### src/rtl/vga_timing_pkg.sv
// Shared 640x480@60 timing constants and derived totals, used by the sync
// generator and by whatever produces pixel data against the same raster.
package vga_timing_pkg;

    localparam int COORD_W = 10;

    localparam int VGA_H_DISPLAY = 640;
    localparam int VGA_H_FRONT   = 16;
    localparam int VGA_H_SYNC    = 96;
    localparam int VGA_H_BACK    = 48;

    localparam int VGA_V_DISPLAY = 480;
    localparam int VGA_V_FRONT   = 10;
    localparam int VGA_V_SYNC    = 2;
    localparam int VGA_V_BACK    = 33;

    localparam int VGA_TICK_DIV  = 4;

    typedef logic [COORD_W-1:0] coord_t;

    function automatic int span_total(input int display, input int front,
                                      input int sync, input int back);
        return display + front + sync + back;
    endfunction

    localparam int VGA_H_TOTAL = span_total(VGA_H_DISPLAY, VGA_H_FRONT, VGA_H_SYNC, VGA_H_BACK);
    localparam int VGA_V_TOTAL = span_total(VGA_V_DISPLAY, VGA_V_FRONT, VGA_V_SYNC, VGA_V_BACK);

endpackage

### src/rtl/pixel_tick_gen.sv
// Divides the system clock down to the pixel rate: a mod-TICK_DIV counter
// whose registered p_tick is high on the last count of each pixel period.
module pixel_tick_gen
    import vga_timing_pkg::*;
#(
    parameter int TICK_DIV = VGA_TICK_DIV
) (
    input  logic clk,
    input  logic reset_n,
    output logic p_tick
);

    localparam int DIV_W = (TICK_DIV > 1) ? $clog2(TICK_DIV) : 1;
    localparam logic [DIV_W-1:0] DIV_LAST = DIV_W'(TICK_DIV - 1);

    logic [DIV_W-1:0] div;
    logic [DIV_W-1:0] div_next;

    always_comb begin
        div_next = (div == DIV_LAST) ? '0 : div + 1'b1;
    end

    // p_tick is decoded from div_next so it tracks the count with no lag
    always_ff @(posedge clk) begin
        if (!reset_n) begin
            div    <= '0;
            p_tick <= 1'b0;
        end else begin
            div    <= div_next;
            p_tick <= (div_next == DIV_LAST);
        end
    end

endmodule

### src/rtl/vga_sync.sv
// VGA raster timing: pixel/line counters stepped by the pixel tick, with
// sync, blanking and frame-start outputs registered in step with the counts.
module vga_sync
    import vga_timing_pkg::*;
#(
    parameter int H_DISPLAY = VGA_H_DISPLAY,
    parameter int H_FRONT   = VGA_H_FRONT,
    parameter int H_SYNC    = VGA_H_SYNC,
    parameter int H_BACK    = VGA_H_BACK,
    parameter int V_DISPLAY = VGA_V_DISPLAY,
    parameter int V_FRONT   = VGA_V_FRONT,
    parameter int V_SYNC    = VGA_V_SYNC,
    parameter int V_BACK    = VGA_V_BACK,
    parameter int TICK_DIV  = VGA_TICK_DIV
) (
    input  logic               clk,
    input  logic               reset_n,
    output logic               hsync,
    output logic               vsync,
    output logic               video_on,
    output logic               p_tick,
    output logic [COORD_W-1:0] pixel_x,
    output logic [COORD_W-1:0] pixel_y,
    output logic               frame_start
);

    localparam int H_TOTAL = span_total(H_DISPLAY, H_FRONT, H_SYNC, H_BACK);
    localparam int V_TOTAL = span_total(V_DISPLAY, V_FRONT, V_SYNC, V_BACK);

    localparam coord_t H_LAST   = COORD_W'(H_TOTAL - 1);
    localparam coord_t V_LAST   = COORD_W'(V_TOTAL - 1);
    localparam coord_t H_VIS    = COORD_W'(H_DISPLAY);
    localparam coord_t V_VIS    = COORD_W'(V_DISPLAY);
    localparam coord_t HS_FIRST = COORD_W'(H_DISPLAY + H_FRONT);
    localparam coord_t HS_LAST  = COORD_W'(H_DISPLAY + H_FRONT + H_SYNC - 1);
    localparam coord_t VS_FIRST = COORD_W'(V_DISPLAY + V_FRONT);
    localparam coord_t VS_LAST  = COORD_W'(V_DISPLAY + V_FRONT + V_SYNC - 1);

    coord_t x_next;
    coord_t y_next;
    logic   line_end;
    logic   frame_wrap;

    pixel_tick_gen #(
        .TICK_DIV(TICK_DIV)
    ) u_tick (
        .clk    (clk),
        .reset_n(reset_n),
        .p_tick (p_tick)
    );

    always_comb begin
        line_end   = p_tick && (pixel_x == H_LAST);
        frame_wrap = line_end && (pixel_y == V_LAST);
        x_next     = pixel_x;
        y_next     = pixel_y;
        if (p_tick) begin
            x_next = line_end ? '0 : pixel_x + 1'b1;
        end
        if (line_end) begin
            y_next = (pixel_y == V_LAST) ? '0 : pixel_y + 1'b1;
        end
    end

    // Decoding from the next counts keeps sync/blank aligned with pixel_x/pixel_y
    always_ff @(posedge clk) begin
        if (!reset_n) begin
            pixel_x     <= '0;
            pixel_y     <= '0;
            hsync       <= 1'b1;
            vsync       <= 1'b1;
            video_on    <= 1'b0;
            frame_start <= 1'b0;
        end else begin
            pixel_x     <= x_next;
            pixel_y     <= y_next;
            hsync       <= !((x_next >= HS_FIRST) && (x_next <= HS_LAST));
            vsync       <= !((y_next >= VS_FIRST) && (y_next <= VS_LAST));
            video_on    <= (x_next < H_VIS) && (y_next < V_VIS);
            frame_start <= frame_wrap;
        end
    end

endmodule
### config.mk
export PLATFORM = sky130hd
export DESIGN_NAME = vga_sync
export DESIGN_NICKNAME = d
export VERILOG_FILES = /design/src/rtl/vga_timing_pkg.sv /design/src/rtl/pixel_tick_gen.sv /design/src/rtl/vga_sync.sv
export SDC_FILE = /design/constraint.sdc
export NUM_CORES = 1
export LEC_CHECK = 0
export ABC_CLOCK_PERIOD_IN_PS = 5800
export BUFFER_PORTS_ARGS = -buffer_cell sky130_fd_sc_hd__buf_4
export CORE_MARGIN = 2
export CORE_UTILIZATION = 59
export DETAILED_ROUTE_END_ITERATION = 7
export PLACE_DENSITY = 0.88
export SKIP_LAST_GASP = 1
export SLEW_MARGIN = 20
export SYNTH_ARGS = -nofsm -noshare
export SYNTH_HDL_FRONTEND = slang
export SYNTH_SLANG_ARGS = --single-unit
### constraint.sdc
create_clock -name clk -period 5.8 [get_ports clk]
set_input_delay 0.29 -clock clk [delete_from_list [all_inputs] [get_ports clk]]
set_output_delay 0.29 -clock clk [all_outputs]
set_load 0.005 [all_outputs]
== Yosys cells after proc, flatten, opt, wreduce, memory -nomap -nowiden ==
Cells that the tools add are included.
Word-level totals
  register bits: 27
  output and inout bits: 25
  logic and storage cells: 33
Cells by class
  order comparisons: 6
  add/sub/neg operators: 3
  multiplexer cells: 5
  reductions and logical operators: 7
  equality and inequality tests: 4
Operators with widths (number)
  $mux W10: 4
  $add A10 B1 Y10 const B: 2
  $eq A10 B10 Y1 const B: 2
  $ge A10 B10 Y1 const B: 1
  $ge A10 B9 Y1 const B: 1
  $le A10 B10 Y1 const B: 1
  $le A10 B9 Y1 const B: 1
  $lt A10 B10 Y1 const B: 1
  $lt A10 B9 Y1 const B: 1
  $logic_and A1 B1 Y1: 5
  $eq A2 B2 Y1 const B: 2
  $add A2 B1 Y2 const B: 1
  $logic_not A1 Y1: 2
  $mux W2: 1

== Longest topological paths before layout ==
Gate-level depths: netlist (run 1).
  depth after elaboration: 7
  gate-level depth with buffers: 7

== Modules after synthesis ==
A second synthesis (run 1) with hierarchy kept.
Unflattened totals
  cell total of the unflattened synthesis: 177
  area total of the unflattened synthesis: 1498.9 sq um
Modules (own cells, without submodules)
  vga_sync: area an instance 1385.1 sq um, cells an instance 168, seq. area each 480.5 sq um, times used 1
  pixel_tick_gen: area an instance 113.9 sq um, cells an instance 9, seq. area each 60.1 sq um, times used 1

== Least setup slack after synthesis (run 1) ==
Ideal clock, no wire load.
  path kind: register -> register
  from: register pixel_x[0]
  to: register vsync
  required time: 5.671 ns
  path buffers: 0
  period minus slack after synthesis: 1.917 ns
  cell stages (with the launch flop): 7
  library setup time: 0.129 ns
  path slack: 3.883 ns
  arrival: 1.787 ns
  cells stage by stage: dfxtp_1 -> ha_1 -> and4bb_2 -> nand3_1 -> or4_1 -> a21oi_1 -> nand4_1
On the way
  cells in the longest elaborated chain, start to end: 6
  elaborated cells on any way between the ends: 7
Ends and longest elaborated chain
  start, declared: line vga_sync.sv:22  | output logic [COORD_W-1:0] pixel_x,
  start signal, assigned: line vga_sync.sv:75  | pixel_x <= x_next;
  $eq A10 B10 Y1 *: line vga_sync.sv:53  | line_end = p_tick && (pixel_x == H_LAST);
  $logic_and A1 B1 Y1 *: line vga_sync.sv:53
  $mux W10 *: line vga_sync.sv:60  | if (line_end) begin
  $ge A10 B9 Y1 / $le A10 B9 Y1 (equally long branches): line vga_sync.sv:78  | vsync <= !((y_next >= VS_FIRST) && (y_next <= VS_LAST));
  $logic_and A1 B1 Y1 *: line vga_sync.sv:78
  $logic_not A1 Y1 *: line vga_sync.sv:78
  end signal, assigned: line vga_sync.sv:78
  end, declared: line vga_sync.sv:19  | output logic vsync,
Every way passes the cells marked *; elsewhere a longest branch is shown, timed or not.
A chain may end at the register's enable or synchronous reset.

== Final worst setup path (run 1) ==
Ends and elaborated chain as after synthesis.

==> impl_results.md, run 1 <==
- Fill count: 201
- Number of synthesized flops with an enable pin: 0
- Worst Path Arrival: 2.62 ns
- Slew Viols, Final: 0
- Worst slew margin: 64.9%
- Clock-pin slew on the worst setup and hold paths: 0.15 ns
- Area of the multi-input gates: 863 sq um
- Lkg Pwr: 0.648 nW
- Routed length per instance: 14.8 microns
- Largest family of logic cells by synthesized area: simple AND/OR/NAND/NOR gates
- Post-route ant nets: 0
- Post-synth top flop: dfxtp_1
- Commonest non-fill, non-tap cell in the layout: dfxtp_1
- Ys async rst share: 0%
- DR DRC count: 0
- I/O pins: 27
- Critical Path End Type: flip-flop
- Setup-failing EPs final: 0
- Dpl cells: 219
- Layout Nets: 201
- Mux cell area share after synthesis: 1.41%
- Sequential share of the synthesized area: 35.7%
- Layout cells sized above 1: 21.2%
- Critical path type: flip-flop to flip-flop
- Vias/cell: 6.05
- Final RePlAce weighted congestion: 0.919
- Clock sink count: 27
- Total of max-cap violations: 0
- Setup TNS: 0 ns
- Fmax: 417 MHz
- Die H: 54.6 microns
- Total Routing Usage GR: 24.8%
- TritonCTS clock tree: built
- Crit Path Max Fanout: 11
- Syn nets: 179
- Synth-to-Final Area Change: 11.2%
- Initial Utilization: 61.6%
- Power density over the cells: 171 nW/um^2
- # H-tree levels: 1
- Vias in the first global route: 1197
- Avg Inst Size Synth: 8.79 sq um
- Most frequent cells in the layout: dfxtp_1, buf_4, nor2_1
- Hold Path Class: primary input to flip-flop
- Die area: 2980 sq um
- Slew @ Worst Pin: 0.526 ns
- Status: finished clean
- First-pass GRT wire length: 5350 microns
- Register area: 541 sq um
- Post-synthesis simple-gate area fraction: 30.5%
- Initial drt markers: 31
- VDD IR max: 0.155 mV
- Number of inserted diodes: 0
- RSZ-0062 raised after global routing: no
- # rows: 18
- CP Launch Type: flip-flop
- Adder-Cell Fraction of Synth Area: 4.14%
- Hold-fix buffers, CTS: 0
- Total CTS buffers: 3
- WP data required: 6.03 ns
- Netlist Area Pre-Place: 1510 sq um
- Synth Area in XOR/XNOR: 6.37%
- Final std cells w/o fill: 223
- Fin crit period: 2.40 ns
- Post-CTS Setup Inserts: 0
- Iteration count of the initial detailed-routing pass: 4
- Period utilization: 41.3%
- Post_cts resized: 0
- Yosys cell types: 51
- CTS root buffer: clkbuf_4
- Setup Skew: 0.00504 ns
- Clock Latency Late Sink: 0.33 ns
- Final Util: 68.5%
- Final Hold Vio Count: 0
- CTS Buffer Depth: 2
- Dpl hpwl: 2340 microns
- Total grt overflow: 0
- Flops & latches, synth: 27
- Antenna violations before repair: 0
- Compound-Gate Fraction of Synth Area: 14.6%
- IO buf count: 26
- Post-Route WL: 3310 microns
- Die W: 54.6 microns
- Vias: 1350
- Core region area: 2450 sq um
- Gate Count Post-Synth: 172
- Largest net degree at the start of global routing: 17
- Syn. warnings: 0
-- synthesized netlist by cell type (all sizes together) (2+ instances only) --
library cell | instances | share of area, %
a211oi | 2 | 0.99
a21oi | 10 | 3.3
a31o | 2 | 1.2
and2 | 5 | 2.2
and3 | 4 | 1.7
buf | 4 | 1.9
clkbuf | 4 | 1.9
dfxtp | 27 | 36
ha | 5 | 4.1
inv | 5 | 1.2
nand2 | 11 | 2.7
nand2b | 3 | 1.2
nand3 | 7 | 2.3
nand3b | 2 | 0.99
nand4 | 9 | 4.1
nor2 | 19 | 4.7
nor3 | 5 | 1.7
nor4 | 2 | 1.8
o2111ai | 2 | 1.2
o211ai | 3 | 1.5
o21ai | 6 | 2.0
o31ai | 2 | 0.99
or3 | 4 | 2.0
or4 | 2 | 0.99
xnor2 | 5 | 2.9
xor2 | 6 | 3.5
-- final timing paths --
kind | from | endpoint | slack, ns | cells after the start
setup / recovery | pixel_x[0] | vsync | 3.40 | 6
hold / removal | reset_n | u_tick.p_tick | 0.24 | 2
hold reg to reg | u_tick.div[0] | u_tick.div[0] | 0.46 | 1
setup reg to reg | pixel_x[0] | vsync | 3.40 | 6
-- sequential cells by signal (all words and copies together) (netlist names) --
| signal | cells |
|---|---|
| hsync | 1 |
| vsync | 1 |
| u_tick.div | 2 |
| frame_start | 1 |
| pixel_y | 10 |
| video_on | 1 |
| u_tick.p_tick | 1 |
| pixel_x | 10 |
-- critical path, stage by stage (launching register included) --
cell and delay, ns:
dfxtp_1 0.48, ha_1 0.32, and4bb_2 0.29, nand3_1 0.28, or4_1 0.61, a21oi_1 0.21, nand4_1 0.10
-- cell type report --
cell class | instances | area share [%]
timing repair buffer | 26 | 11.6
inverter | 5 | 1.12
tap | 30 | 2.23
sequential | 27 | 32.1
clock buffer | 4 | 1.56
multi-input combinational | 131 | 51.3
-- stage by stage --
stage,setup WS (ns),hold slack [ns],total power [mW],cell area (sq um)
2_1_floorplan,3.88,0.412,0.203,1510
3_3_place_gp,3.59,0.437,0.207,1660
3_5_place_dp,3.48,0.445,0.207,1660
4_1_cts,3.45,0.237,0.288,1680
5_1_grt,3.25,0.237,0.296,1680
6_report,3.40,0.238,0.287,1680
-- cells by family (layout without fill, tap and decap cells) --
logic type | count (synthesis) | after routing
compound gates | 33 | 33
xor+xnor | 11 | 11
fa+ha+maj | 5 | 5
buf+inv | 14 | 35
flops | 27 | 27
mux | 2 | 2
simple gates | 80 | 80
-- routing by layer --
metal / track usage (%) / part of all wire, %
met4: 12.1 / 1.7
met2: 38.5 / 48
met5: 0 / 0
met1: 33.1 / 45
met3: 4.10 / 5.4
-- power by group --
part	total, mW	switching, mW	internal, mW
registers	0.192	0.00325	0.189
clock network	0.0840	0.0570	0.0270
logic	0.0115	0.00614	0.00535
No activity file was read; power rests on OpenSTA's default activity.
==> run 2, diff against run 1 <==
Settings changed: ABC_AREA set to 1, ABC_CLOCK_PERIOD_IN_PS 5800 to 2470, CORE_UTILIZATION 59 to 55, PLACE_DENSITY 0.88 to 0.83.
Clock period 5.8 ns to 2.47 ns, I/O delays scaled along.
==> impl_results.md, run 2 <==
- Vias: 1527 (+13%)
- Post-DP Area: 1740 sq um (+5.3%)
- CTS root buffer: clkbuf_4
- DR DRC count: 0 (unchanged)
- Hold-fix buffers, CTS: 0 (unchanged)
- Cells on worst reg2reg path: 8 (+2)
- Status: finished clean
- Largest net degree at the start of global routing: 19 (+2)
- Post-synth top cells: nand2_1, nor2_1, inv_1
- Gate Count Post-Synth: 240 (+40%)
- Clock sink count: 27 (unchanged)
- Syn. warnings: 0 (unchanged)
- Dpl hpwl: 2530 microns (+8.1%)
- Synth-to-Final Area Change: 15.0%
- Antenna violations before repair: 0 (unchanged)
- Crit Path Max Fanout: 11 (unchanged)
- Netlist Area Pre-Place: 1540 sq um (+1.7%)
- Largest registers in the final layout: pixel_x (10), pixel_y (10), u_tick.div (2)
- Total of max-cap violations: 0 (unchanged)
- Initial Utilization: 56.8% (-4.8 points)
- CTS Buffer Depth: 2 (unchanged)
- Setup-failing EPs final: 0 (unchanged)
- Ys async rst share: 0% (unchanged)
- Post-route ant nets: 0 (unchanged)
- Post-route cell area: 1770 sq um (+5.2%)
- CP Launch Type: flip-flop
- Top delay family on crit path: simple AND/OR/NAND/NOR gates
- Fmax: 479 MHz (+15%)
- Worst Path Buf+Inv: 0 (unchanged)
- Layout cells sized above 1: 15.5% (-5.7 points)
- Layout Nets: 272 (+35%)
- Number of inserted diodes: 0 (unchanged)
- Core region area: 2710 sq um (+10%)
- Hold Path Class: primary input to flip-flop
- Flops & latches, synth: 27 (unchanged)
- Die area: 3240 sq um (+8.4%)
- Total CTS buffers: 3 (unchanged)
- Worst Path Arrival: 2.31 ns (-0.31 ns)
- Final Util: 65.3% (-3.2 points)
- CP max stage delay: 0.45 ns (-0.16 ns)
- First-pass GRT wire length: 5950 microns (+11%)
- Levels on crit path: 8 (+2)
- IO buf count: 26 (unchanged)
- VDD IR max: 0.343 mV (+120%)
- Sequential share of the synthesized area: 35.1% (-0.61 points)
- Lkg Pwr: 0.786 nW (+21%)
- CP cell instances: ha_1 -> nand2_1 -> nor2_4 -> nand3_1 -> o21ai_2 -> nand3_1 -> nor2_2 -> nand3_1
- Crit-path slowest cell: dfxtp_1
- Final Hold Vio Count: 0 (unchanged)
- Syn nets: 247 (+38%)
- Most instantiated library cell after synthesis: nand2_1
- Vias in the first global route: 1364 (+14%)
- Post-Route WL: 3430 microns (+3.7%)
- Fin crit period: 2.09 ns (-0.311 ns)
- Post-synth top flop: dfxtp_1
- Die H: 56.9 microns (+4.1%)
- WP data required: 2.69 ns (-3.34 ns)
- Worst slew margin: 63.4% (-1.5 points)
- Slew Viols, Final: 0 (unchanged)
- Clock-pin slew on the worst setup and hold paths: 0.15 ns (about the same)
- Setup Skew: 0.0124 ns (+0.00738 ns)
- Iteration count of the initial detailed-routing pass: 4 (unchanged)
- RSZ-0062 raised after global routing: no
- Synth area leaders: dfxtp_1, nand2_1, nor2_1
- Routed length per instance: 11.6 microns (-22%)
- Clock Latency Late Sink: 0.33 ns (about the same)
- Post_cts resized: 0 (unchanged)
- Setup TNS: 0 ns (unchanged)
- Critical path type: flip-flop to flip-flop
- Crit path top cell by count: nand3_1
- Die W: 56.9 microns (+4.1%)
- Number of synthesized flops with an enable pin: 0 (unchanged)
- Post-CTS Setup Inserts: 0 (unchanged)
- Hold Crit Depth: 3 (+1)
- Total grt overflow: 0 (unchanged)
- # rows: 19 (+1)
- Vias/cell: 5.18 (-14%)
- TritonCTS clock tree: built
- Synth area leader: dfxtp_1
- Most frequent cells in the layout: nand2_1, nor2_1, inv_1
- Critical Path End Type: flip-flop
- I/O pins: 27 (unchanged)
- Top cell type's share of synthesized area: 35.1% (-0.61 points)
- Total Routing Usage GR: 22.9% (-1.9 points)
- Final RePlAce weighted congestion: 0.914 (-0.55%)
- Slew @ Worst Pin: 0.546 ns (+0.0197 ns)
- # H-tree levels: 1 (unchanged)
- Power density over the cells: 379 nW/um^2 (+120%)
- Yosys cell types: 28 (-45%)
- Initial drt markers: 97 (+210%)
- Period utilization: 84.5% (+43 points)
- Commonest non-fill, non-tap cell in the layout: nand2_1
- Avg Inst Size Synth: 6.41 sq um (-27%)
==> run 2: logic make-up (layout without fill, tap and decap cells) <==
logic type	after synthesis	in the layout	share of synthesized area [%]
XOR/XNOR	4	4	2.28
AND/OR/NAND/NOR	154	154	43.7
AO/OA/AOI/OAI	13	13	5.04
flip-flops	27	27	35.1
buffers and inverters	37	61	9.76
adder cells (fa/ha/maj)	5	5	4.07
==> run 2: worst min-delay path: stages <==
cell and delay (ns):
buf_4 0.13, nand2_1 0.06, inv_1 0.04
==> run 2: final cells by class <==
class / instances / area [sq um]
fillers: 252 / 941
multi-input cells: 176 / 848
flip-flops and latches: 27 / 541
repair buffers: 27 / 203
inverters: 30 / 113
well taps: 31 / 38.8
clock buffers: 4 / 26.3
==> run 2: where the power goes <==
| group | leakage [nW] | internal, mW | switching [mW] |
|---|---|---|---|
| clock | 0.0150 | 0.0633 | 0.127 |
| combinational | 0.552 | 0.0123 | 0.0193 |
| sequential | 0.219 | 0.443 | 0.00557 |
| total | 0.786 | 0.519 | 0.152 |
==> run 2: final timing paths <==
check	from	endpoint	slack, ns
worst max-delay path	pixel_x[0]	vsync	0.38
worst min-delay path	reset_n	u_tick.p_tick	0.04
worst max register to register	pixel_x[0]	vsync	0.38
worst min register to register	u_tick.div[0]	u_tick.div[0]	0.46
==> run 2: per-stage QoR <==
stage | instances | worst slack (ns) | hold slack, ns | power (mW)
finish | 295 | 0.384 | 0.0418 | 0.671
global route | 295 | 0.171 | 0.0542 | 0.690
CTS | 295 | 0.399 | 0.0358 | 0.677
detailed placement | 291 | 0.438 | 0.384 | 0.490
global placement | 291 | 0.534 | 0.377 | 0.489
floorplan | 240 | 0.820 | 0.408 | 0.477
==> run 2: metal layers <==
metal	vias up	wire, microns	track usage, %
met4	0	40	9.97
met2	50	1520	32.8
met3	4	196	2.30
li1	805	-	-
met5	-	0	0
met1	668	1670	34.4
==> run 3, diff against run 2 <==
Settings changed: ABC_CLOCK_PERIOD_IN_PS 2470 to 2080.
Clock period 2.47 ns to 2.08 ns, I/O delays scaled along.
==> impl_results.md, run 3 (synthesized netlist as in run 2, its figures left out) <==
- Iteration count of the initial detailed-routing pass: 4 (unchanged)
- Initial drt markers: 60 (-38%)
- Slew Viols, Final: 0 (unchanged)
- Clock sink count: 27 (unchanged)
- CTS root buffer: clkbuf_4
- Final RePlAce weighted congestion: 0.890 (-2.6%)
- DR DRC count: 0 (unchanged)
- RSZ-0062 raised after global routing: no
- Clk pwr share: 28.0% (-0.4 points)
- Fin crit period: 1.85 ns (-0.237 ns)
- Largest net degree at the start of global routing: 19 (unchanged)
- Synth-to-Final Area Change: 17.8%
- Setup TNS: 0 ns (unchanged)
- Crit Path Max Fanout: 7 (-4)
- First-pass GRT wire length: 5950 microns (+0.12%)
- CP max stage delay: 0.41 ns (-0.04 ns)
- Power density over the cells: 438 nW/um^2 (+16%)
- Final Util: 66.9% (+1.6 points)
- Total of max-cap violations: 0 (unchanged)
- Post-Route WL: 3370 microns (-1.8%)
- I/O pins: 27 (unchanged)
- Most frequent cells in the layout: nand2_1, nor2_1, buf_4
- Total CTS buffers: 3 (unchanged)
- # H-tree levels: 1 (unchanged)
- Sw Pwr: 0.180 mW (+18%)
- Slew @ Worst Pin: 0.536 ns (-0.0103 ns)
- Hold-fix buffers, CTS: 0 (unchanged)
- Final Hold Vio Count: 0 (unchanged)
- R2R setup slack: 0.23 ns (-0.15 ns)
- Worst Path Arrival: 2.07 ns (-0.24 ns)
- Die area: 3240 sq um (unchanged)
- Vias/cell: 5.10 (-1.4%)
- Internal Power: 0.614 mW (+18%)
- Seq pwr share: 66.9% (about the same)
- Layout Nets: 277 (+1.8%)
- Die H: 56.9 microns (unchanged)
- IO buf count: 26 (unchanged)
- Clock Latency Late Sink: 0.32 ns (about the same)
- VDD IR max: 0.354 mV (+3.2%)
- Vias: 1531 (+0.26%)
- Total Routing Usage GR: 23.1% (+0.16 points)
- WP data required: 2.30 ns (-0.39 ns)
- Antenna violations before repair: 0 (unchanged)
- Setup-failing EPs final: 0 (unchanged)
- Switching share of power: 22.6% (-0.067 points)
- CP cell instances: ha_1 -> nand2_1 -> nor2_4 -> inv_2 -> nor2_2 -> buf_4 -> nand2_1 -> o21ai_1 -> nand3_1 -> nor2_1 -> nand3_1
- Setup Skew: 0.00600 ns (-0.00642 ns)
- Period utilization: 88.9% (+4.4 points)
- Post-route ant nets: 0 (unchanged)
- Clock-pin slew on the worst setup and hold paths: 0.14 ns (about the same)
- Hold Path Class: primary input to flip-flop
- Worst Path Buf+Inv: 2 (+2)
- Routed length per instance: 11.2 microns (-3.4%)
- Vias in the first global route: 1354 (-0.73%)
- Top delay family on crit path: simple AND/OR/NAND/NOR gates
- Fmax: 541 MHz (+13%)
- Die W: 56.9 microns (unchanged)
- Comb pwr share: 5.1% (+0.4 points)
- Crit-path slowest cell: dfxtp_1
- Critical Path End Type: flip-flop
- CP Launch Type: flip-flop
- Worst slew margin: 64.1% (+0.69 points)
- Critical path type: flip-flop to flip-flop
- CTS Buffer Depth: 2 (unchanged)
- Largest registers in the final layout: pixel_x (10), pixel_y (10), u_tick.div (2)
- Core region area: 2710 sq um (unchanged)
- Status: finished clean
- Initial Utilization: 56.8% (unchanged)
- Commonest non-fill, non-tap cell in the layout: nand2_1
- Layout cells sized above 1: 17.8% (+2.3 points)
- Total grt overflow: 0 (unchanged)
- Dpl hpwl: 2550 microns (+0.63%)
- Worst Hold Slack: 0.0237 ns (-0.0182 ns)
- Lkg Pwr: 0.814 nW (+3.6%)
- TritonCTS clock tree: built
- # rows: 19 (unchanged)
- Number of inserted diodes: 0 (unchanged)
## run 3: final cells by class
cell class	instances	area [sq um]
sequential	27	541
timing repair buffer	32	240
multi-input combinational	176	853
tap	31	38.8
clock buffer	3	22.5
inverter	30	113
fill	252	897
clock inverter	1	5.00
## run 3: worst min-delay path, stage by stage
cell and delay [ns]:
buf_4 0.13, nand2_1 0.06, inv_1 0.04
## run 3: worst paths after layout
path,startpoint,to,depth (start not counted)
min,reset_n,u_tick.p_tick,3
min reg2reg,u_tick.div[0],u_tick.div[0],1
max,pixel_x[1],vsync,11
max reg2reg,pixel_x[1],vsync,11
## run 3: layer usage
metal / GRT usage (%) / wire, microns / up-vias
met3: 3.23 / 200 / 4
met4: 7.64 / 31 / 0
li1: - / - / 813
met1: 35.4 / 1680 / 674
met5: 0 / 0 / -
met2: 32.8 / 1450 / 40
## run 3: repair_timing
item                       4_1_cts  5_1_grt
setup endpoints to repair        0        1
resized for setup                0        1
setup buffers                    0        0
## run 3: per-stage QoR
step	cell area (sq um)	setup WS (ns)	total power [mW]	std cells
6_report	1810	0.231	0.794	300
5_1_grt	1810	0.0475	0.828	300
4_1_cts	1810	0.185	0.802	300
3_5_place_dp	1780	0.230	0.583	296
3_3_place_gp	1780	0.291	0.582	296
2_1_floorplan	1540	0.430	0.566	240
## run 3: power groups by stage
| stage | Combinational, mW | Clock (mW) | Sequential [mW] |
|---|---|---|---|
| 6_report | 0.0407 | 0.222 | 0.531 |
| 5_1_grt | 0.0469 | 0.249 | 0.533 |
| 4_1_cts | 0.0410 | 0.230 | 0.531 |
| 3_5_place_dp | 0.0408 | 0 | 0.542 |
| 3_3_place_gp | 0.0402 | 0 | 0.542 |
| 2_1_floorplan | 0.0221 | 0 | 0.544 |
